File: src/rtl/busarbiter.sv
// Two-master round-robin arbiter for the SoC data bus master port.
// Registered grants, bounded ownership (MAXHOLD), 1-cycle tagged read return.
module busarbiter #(
  parameter int WIDTH   = 32,
  parameter int MAXHOLD = 16
) (
  input  logic             clk,
  input  logic             nrst,
  input  logic             req0,
  input  logic             req1,
  input  logic [WIDTH-1:0] addr0,
  input  logic [WIDTH-1:0] addr1,
  input  logic [WIDTH-1:0] wdata0,
  input  logic [WIDTH-1:0] wdata1,
  input  logic             write0,
  input  logic             write1,
  output logic             gnt0,
  output logic             gnt1,
  output logic             rvalid0,
  output logic             rvalid1,
  output logic [WIDTH-1:0] rdata,
  output logic [WIDTH-1:0] busaddr,
  output logic [WIDTH-1:0] buswdata,
  output logic             buswrite,
  input  logic [WIDTH-1:0] busrdata
);

  localparam int HW = $clog2(MAXHOLD);

  typedef enum logic [1:0] {IDLE, OWN0, OWN1} state_t;

  state_t        state, state_nxt;
  logic          last;
  logic [HW-1:0] holdcnt;
  logic          hold_max;

  assign hold_max = (holdcnt == HW'(MAXHOLD - 1));
  assign gnt0     = (state == OWN0);
  assign gnt1     = (state == OWN1);
  assign rdata    = busrdata;

  always_comb begin
    state_nxt = state;
    case (state)
      IDLE: begin
        if (req0 && req1)  state_nxt = last ? OWN0 : OWN1;
        else if (req0)     state_nxt = OWN0;
        else if (req1)     state_nxt = OWN1;
      end
      // Owner releases: hand straight to a waiting master, no idle bubble.
      OWN0: begin
        if (!req0)                 state_nxt = req1 ? OWN1 : IDLE;
        else if (req1 && hold_max) state_nxt = OWN1;
      end
      OWN1: begin
        if (!req1)                 state_nxt = req0 ? OWN0 : IDLE;
        else if (req0 && hold_max) state_nxt = OWN0;
      end
      default: state_nxt = IDLE;
    endcase
  end

  always_ff @(posedge clk or negedge nrst) begin
    if (!nrst) begin
      state   <= IDLE;
      last    <= 1'b1;
      holdcnt <= '0;
      rvalid0 <= 1'b0;
      rvalid1 <= 1'b0;
    end else begin
      state <= state_nxt;
      if (state_nxt == OWN0)      last <= 1'b0;
      else if (state_nxt == OWN1) last <= 1'b1;
      if (state_nxt != state)              holdcnt <= '0;
      else if (state != IDLE && !hold_max) holdcnt <= holdcnt + 1'b1;
      // Return tag tracks the issuing cycle only, so a read survives handoff.
      rvalid0 <= req0 & gnt0 & ~write0;
      rvalid1 <= req1 & gnt1 & ~write1;
    end
  end

  always_comb begin
    busaddr  = '0;
    buswdata = '0;
    buswrite = 1'b0;
    case (state)
      OWN0: begin
        busaddr  = addr0;
        buswdata = wdata0;
        buswrite = write0 & req0;
      end
      OWN1: begin
        busaddr  = addr1;
        buswdata = wdata1;
        buswrite = write1 & req1;
      end
      default: ;
    endcase
  end

endmodule
File: config.mk
export PLATFORM = sky130hd
export DESIGN_NAME = busarbiter
export DESIGN_NICKNAME = d
export VERILOG_FILES = /design/src/rtl/busarbiter.sv
export SDC_FILE = /design/constraint.sdc
export NUM_CORES = 1
export LEC_CHECK = 0
export BUFFER_PORTS_ARGS = -buffer_cell sky130_fd_sc_hd__buf_2
export CORE_AREA = 2 2 102 104
export DETAILED_ROUTE_END_ITERATION = 7
export DIE_AREA = 0 0 104 106
export HOLD_SLACK_MARGIN = 0.08
export SLEW_MARGIN = 15
export SYNTH_ARGS = -nofsm -noshare
export SYNTH_HDL_FRONTEND = slang
export SYNTH_SLANG_ARGS = --single-unit
File: constraint.sdc
create_clock -name clk -period 2.85 [get_ports clk]
set_clock_uncertainty 0.15 [all_clocks]
set_input_delay 0.285 -clock clk [delete_from_list [all_inputs] [get_ports clk]]
set_output_delay 0.285 -clock clk [all_outputs]
set_load 0.02 [all_outputs]
Yosys cells after proc, flatten, opt, wreduce, memory -nomap -nowiden

Index checks and enable logic that the tools add are counted.
Widths: inputs -> output; s select.

Bits in registers: 9
Input bits: 166
Output and inout bits: 101
Word-level logic and storage cells: 47

Add/sub/neg operators: 1
Equal/unequal tests: 6
Multiplexer cells: 18
Bitwise gates (word level): 8
Reductions and logical operators: 9

Operators with widths:

| operator            | number |
|---|---|
| $pmux 32 s2         | 2 |
| $mux 2              | 9 |
| $mux 4              | 2 |
| $and 1x1->1         | 6 |
| $pmux 2 s3          | 1 |
| $reduce_bool 2->1   | 3 |
| $add 4x1->4 const B | 1 |
| $eq 2x1->1 const B  | 2 |
| $eq 2x2->1 const B  | 2 |
| $eq 4x4->1 const B  | 1 |
| $logic_and 1x1->1   | 4 |
| $mux 1              | 3 |
| $logic_not 2->1     | 1 |
| $ne 2x2->1          | 1 |
| $not 1->1           | 2 |
| $pmux 1 s2          | 1 |
| $logic_not 1->1     | 1 |

Depth between registers and ports, before layout

Gate-level depths: netlist of run 1.

Depth after elaboration: 8
Depth in mapped cells: 11
Gate-level depth less buffers: 10

Least setup slack after synthesis of run 1

Ideal clock, no wire load.

Path kind: register to output
From: register state[0]
To: output buswrite
Arrival time: 1.919 ns
Data required time: 2.415 ns
Path slack: 0.496 ns
Stages on the path, launching flop included: 7
Path buffers: 2
Cell sequence: dfrtp_1 -> inv_1 -> ha_1 -> buf_2 -> clkbuf_1 -> nand3_1 -> a21boi_0

Word-level cells in the longest chain between the ends: 2
Elaborated cells between the ends (all ways): 3
Classes of those cells: eq/ne: 2; mux: 1

RTL lines:

| what                     | line | source |
|---|---|---|
| start: declaration       | 32   | `state_t state, state_nxt;` |
| start signal: assignment | 71   | `state <= state_nxt;` |
| $eq 2x2->1               | -    |  |
| via gnt1                 | 18   | `output logic gnt1,` |
| $pmux 1 s2               | 86   | `case (state)` |
| end: declaration         | 24   | `output logic buswrite,` |

The timed path passes the listed nets, and every way through them passes these cells.

Worst setup path after layout of run 1

From: register state[1]
To: output buswrite

Word-level cells in the longest chain between the ends: 2
Elaborated cells between the ends (all ways): 3
Classes of those cells: eq/ne: 2; mux: 1

RTL lines:

| what                                            | line |
|---|---|
| $eq 2x2->1 / $eq 2x1->1 (equally long branches) | 86 |
| $pmux 1 s2 (*)                                  | 86 |

Mark *: on every way between the ends. The rest lies on a longest branch, timed or not.

==> results.yml, run 1 <==
worst_setup_path:
  worst_setup_path_end_kind: "output pin"
  worstPathMaxFanout: 35
  worstSetupStartpointType: "register"
  cp_data_required_time_ns: 2.41
  critPathKind: "register to output pin"
  arrival_ns: 1.99
detailed_routing:
  drt-total-wl_um: 7260
  drt-wirelength-per-cell_um: 13.2
  viasPerCell: 4.56
  num_vias: 2505
  drt_iter0_markers: 211
  ant_nets: 0
  drc: 0
  dr.pass1.iters: 4
floorplanning:
  dieHeight_um: 106
  start_util_pct: 18.8
  coreArea_um2: 10000
  dieWidth_um: 104
  die_area_um2: 11000
  placementRows: 37
  ios: 267
yosys:
  yosys_most_used_dff: "dfrtp_1"
  postSynthCellCount: 254
  syn_nets: 426
  netlist_area_um2: 1880
  async_flop_share_pct: 100
  yosysUniqueCellTypes: 38
  synth_area_leaders: "a22oi_1 26%, nor2b_1 22%, buf_4 13%, dfrtp_1 11%, ha_1 4.0%"
  synth_edf_count: 0
  synth_top_cell_area_share_pct: 26.0
  ys_seq_elements: 9
  ys_warn_count: 0
  synth_top_cells_by_count: "65 x a22oi_1, 65 x nor2b_1, 33 x buf_4"
  syn_avg_cell_area_um2: 7.40
  yosysTopAreaCell: "a22oi_1"
  ys_seq_area_share_pct: 12.1
placement:
  post_dp_cell_area_um2: 2760
  pre_cts_ws_ns: 0.489
  routabilityCongestion: 0.771
  io_buffers: 202
  post-dp-hpwl_um: 5820
power:
  p_sw_w: 0.00147
  clkPwrFrac_pct: 5.5
  leakagePower_nw: 1.45
  p_sw_share_pct: 55.1
  p_int_w: 0.00120
  pwr_density_cell_nw_per_um2: 942
  p_seq_share_pct: 7.7
  ir_drop_mv: 0.313
  pwr-share-comb_pct: 86.8
final_layout:
  drive_gt1_share_pct: 53.5
  area_growth_pct: 51.1
  fin_area_um2: 2840
  fin_nets: 586
  antenna_cells: 0
global_route:
  grt_max_degree: 38
  grt_pass1_wl_um: 11100
  antenna_found_initial: 0
  first_global_vias: 2346
  grt_overflow: 0
  grt.total_usage_pct: 11.9
sta:
  tightest_slew_ns: 0.378
  max_freq_mhz: 412
  period_share_pct: 85.2
  fin_crit_ns: 2.43
  slew_headroom_pct: 74.8
  finalSetupTns_ns: 0
  holdWs_ns: 0.283
  rsz0062_at_grt: "false"
  setup_viol: 0
  slew_violations: 0
  worst_slack_ns: 0.423
  hold_viol: 0
job:
  cap_violations: 0
clocking:
  clk_pin_slew_ns: 0.05
  cts_tree: "yes"
  clk_latency_ns: 0.23
  cts-root-buf: "clkbuf_8"
  cts_max_level: 1
  cts-buffers-inserted: 3
  ctsLongestPathBuffers: 2
  cts_num_sinks: 9
run_status:
  outcome: "finished clean"
hold_path:
  hp-class: "primary input to async pin"
-- per-stage QoR --
stage / power (W) / util (%) / std cells
final: 0.00268 / 28.4 / 549
after CTS: 0.00270 / 28.4 / 549
after floorplan: 0.00194 / - / 254
after detailed placement: 0.00253 / 27.6 / 542
after global placement: 0.00251 / 27.6 / 542
after global routing: 0.00291 / 28.4 / 549
-- layout by cell type, fill, tap and decap left out, types with 2 or more instances in the layout --
cell / synthesis / layout
inv_1: 5 / 5
nor2_1: 6 / 6
o21ai_0: 2 / 2
dfrtp_1: 8 / 8
nand3_1: 2 / 2
a22oi_1: 65 / 65
nor3_1: 5 / 5
clkbuf_8: 0 / 3
dlygate4sd3_1: 0 / 3
buf_2: 4 / 202
buf_4: 33 / 6
ha_2: 0 / 2
a31oi_1: 3 / 3
nand4_1: 2 / 2
nand2_1: 5 / 5
a21oi_1: 4 / 4
nor2b_1: 65 / 65
ha_1: 6 / 4
-- final timing paths --
path / start / to / slack, ns / cells after the start
worst max-delay path: state[1] / buswrite / 0.42 / 7
worst min-delay path: nrst / holdcnt[0] / 0.28 / 2
worst max register to register: state[0] / last / 0.47 / 8
worst min register to register: last / last / 0.34 / 2
max in group asynchronous: nrst / last / 2.02 / 2
min in group clk: req1 / rvalid1 / 0.29 / 3
-- state kept, by name, summed over array words and instances (netlist names) --
name     flops
rvalid1      1
rvalid0      1
holdcnt      4
state        2
last         1
-- per-layer routing --
layer	track usage (%)	vias to the layer above	part of all wire [%]	wire, um
met5	0	-	0	0
met4	3.67	0	1.7	121
met3	2.51	18	8.7	628
met2	22.0	155	50	3660
met1	13.8	1127	39	2840
li1	-	1205	-	-
-- power by group through the flow --
| stage | Clock [W] | Sequential, W | Combinational, W |
|---|---|---|---|
| 2_1_floorplan | 0 | 0.000202 | 0.00174 |
| 3_3_place_gp | 0 | 0.000205 | 0.00231 |
| 3_5_place_dp | 0 | 0.000208 | 0.00233 |
| 4_1_cts | 0.000152 | 0.000206 | 0.00234 |
| 5_1_grt | 0.000164 | 0.000214 | 0.00253 |
| 6_report | 0.000148 | 0.000207 | 0.00232 |
-- cell families (layout without fill, tap and decap cells) --
kind of cell	count (synthesis)	in the layout	share of synthesized area [%]
flops	9	9	12.1
compound gates	85	85	34.2
xor+xnor	1	1	0.466
simple gates	90	90	28.7
fa+ha+maj	6	6	3.99
mux	2	2	1.13
buf+inv	61	220	19.4
-- cell type report --
cell class / count / area (um^2)
fill: 1097 / 7160
multi-input combinational: 184 / 1290
timing repair buffer: 211 / 1090
sequential: 9 / 226
tap: 136 / 170
clock buffer: 4 / 45.0
inverter: 5 / 18.8
-- worst max-delay path, stage by stage, from the launching register on --
cell      delay, ns
dfrtp_1        0.43
inv_1          0.17
ha_2           0.22
buf_4          0.32
and2_1         0.22
nand2_1        0.06
a21boi_0       0.15
buf_2          0.19
-- timing repair --
action	CTS	global route
hold buffers	3	0
gates resized for setup	0	0
endpoints found under the setup margin	0	0
setup buffers	0	0
endpoints found under the hold margin	11	0
No activity file was read; power rests on OpenSTA's default activity.
==> run 2: changes to the inputs <==
- REMOVE_ABC_BUFFERS: not set -> 1
==> results.yml, run 2 (synthesis gave the netlist of run 1 again) <==
placement:
  pre_cts_ws_ns: 0.558
  post-dp-hpwl_um: 6930
  routabilityCongestion: 0.773
  io_buffers: 202
sta:
  slew_headroom_pct: 78.7
  slew_violations: 0
  tightest_slew_ns: 0.319
  setup_viol: 0
  rsz0062_at_grt: "false"
  hold_viol: 0
  period_share_pct: 88.5
  finalSetupTns_ns: 0
  max_freq_mhz: 396
  worst_slack_ns: 0.328
  fin_crit_ns: 2.52
hold_path:
  hold_depth: 2
  hold_path_end: "rvalid1"
  hp-class: "primary input to register"
  hp-start: "write1"
worst_setup_path:
  worstPathMaxFanout: 62
  cp_data_required_time_ns: 2.41
  r2r_cells: 9
  r2r_slack_ns: 0.57
  critPathKind: "register to output pin"
  slowest_stage: "dfrtp_1"
  worstSetupStartpointType: "register"
  critPathMaxStageDelay_ns: 0.45
  critPathTopFamily: "buffers and inverters"
  worst_setup_path_end_kind: "output pin"
  worstSetupPathDepth: 6
  arrival_ns: 2.09
  path_cells: "inv_1, ha_2, buf_12, a22oi_1, nor2b_1, buf_2"
  crit_buf_inv: 3
  r2r_end: "last"
  r2r_start: "state[0]"
clocking:
  cts-root-buf: "clkbuf_8"
  cts_tree: "yes"
  clk_pin_slew_ns: 0.05
  clk_latency_ns: 0.23
  cts_max_level: 1
  cts_num_sinks: 9
  cts-buffers-inserted: 3
  ctsLongestPathBuffers: 2
global_route:
  use_met2_pct: 21.5
  grt_max_degree: 63
  grt.total_usage_pct: 14.1
  grt_pass1_wl_um: 12600
  grt_use_met3_pct: 7.60
  antenna_found_initial: 0
  grt.busiest_layer: "met2"
  met1_usage_pct: 17.6
  grt_overflow: 0
  first_global_vias: 2405
floorplanning:
  ios: 267
  dieHeight_um: 106
  die_area_um2: 11000
  placementRows: 37
  start_util_pct: 18.8
  dieWidth_um: 104
  coreArea_um2: 10000
power:
  pwr-share-comb_pct: 86.8
  p_sw_w: 0.00148
  p_sw_share_pct: 54.6
  p_int_w: 0.00123
  p_seq_share_pct: 7.6
  ir_drop_mv: 0.545
  clkPwrFrac_pct: 5.5
  total_power_w: 0.00271
  pwr_density_cell_nw_per_um2: 953
  leakagePower_nw: 1.45
detailed_routing:
  drt-total-wl_um: 8560
  drc: 0
  ant_nets: 0
  drt_iter0_markers: 209
  viasPerCell: 4.69
  num_vias: 2568
  dr.pass1.iters: 4
  drt-wirelength-per-cell_um: 15.7
final_layout:
  n_fill_cell: 1094
  antenna_cells: 0
  area_growth_pct: 51.5
  largest_register: "holdcnt"
  layout_common_cells: "202 x buf_2, 65 x a22oi_1, 65 x nor2b_1, 8 x dfrtp_1, 6 x nor2_1"
  largest_register_ff_count: 4
  fin_nets: 584
  drive_gt1_share_pct: 53.5
  top_regs: "holdcnt (4), state (2)"
  final_common_cell: "buf_2"
job:
  cap_violations: 0
run_status:
  outcome: "finished clean"
## run 2: changes by cell type in the layout (fill, tap and decap cells not counted), sizes merged
| cell | delta |
|---|---|
| dlygate4sd3 | -1 |
| buf | -1 |
## run 2: power by group through the flow
stage	combinational (W)	sequential [W]	clock, W
finish	0.00236	0.000207	0.000150
global placement	0.00234	0.000207	0
floorplan	0.00161	0.000202	0
global route	0.00257	0.000213	0.000158
detailed placement	0.00236	0.000208	0
CTS	0.00237	0.000207	0.000153
## run 2: routing by layer
metal  wire length (um)  vias to the layer above
li1                   -                     1198
met1               3540                     1197
met2               3830                      167
met3               1150                        6
met4                 47                        0
met5                  0                        -
## run 2: metrics by stage
stage	instance area (um^2)	utilization [%]	instances	hold slack [ns]
6_report	2850	28.5	547	0.0838
2_1_floorplan	1530	-	198	-0.161
4_1_cts	2850	28.5	547	0.0860
3_3_place_gp	2780	27.8	541	0.000322
5_1_grt	2850	28.5	547	0.0851
3_5_place_dp	2780	27.8	541	0.00410
## run 2: what timing repair did
item	CTS	global route
buffers inserted	0	0
endpoints found under the hold margin	10	0
hold buffers	2	0
gates resized for setup	0	0
## run 2: layout make-up
type	instances	area, um^2	share of cell area [%]
Clock buffer	4	45.0	1.58
Sequential cell	9	226	7.96
Timing Repair Buffer	209	1090	38.4
Tap cell	136	170	5.98
Inverter	5	18.8	0.659
Multi-Input combinational cell	184	1290	45.4
## run 2: how the worst max path moves through the flow
stage | from | endpoint | slack, ns
6_report | state[0] | busaddr[12] | 0.33
2_1_floorplan | state[0] | last | -0.48
3_5_place_dp | state[0] | busaddr[12] | 0.56
5_1_grt | state[0] | busaddr[12] | 0.23
3_3_place_gp | state[0] | busaddr[12] | 0.60
4_1_cts | state[0] | busaddr[12] | 0.31
## run 2: worst register-to-register path, delay by kind of cell, from the launching register on
kind                       cells  cell delay [ns]
buffers and inverters          2             0.25
and+or+nand+nor                2             0.22
adders and majority gates      2             0.65
AOI/OAI and AO/OA              3             0.51
DFF                            1             0.45
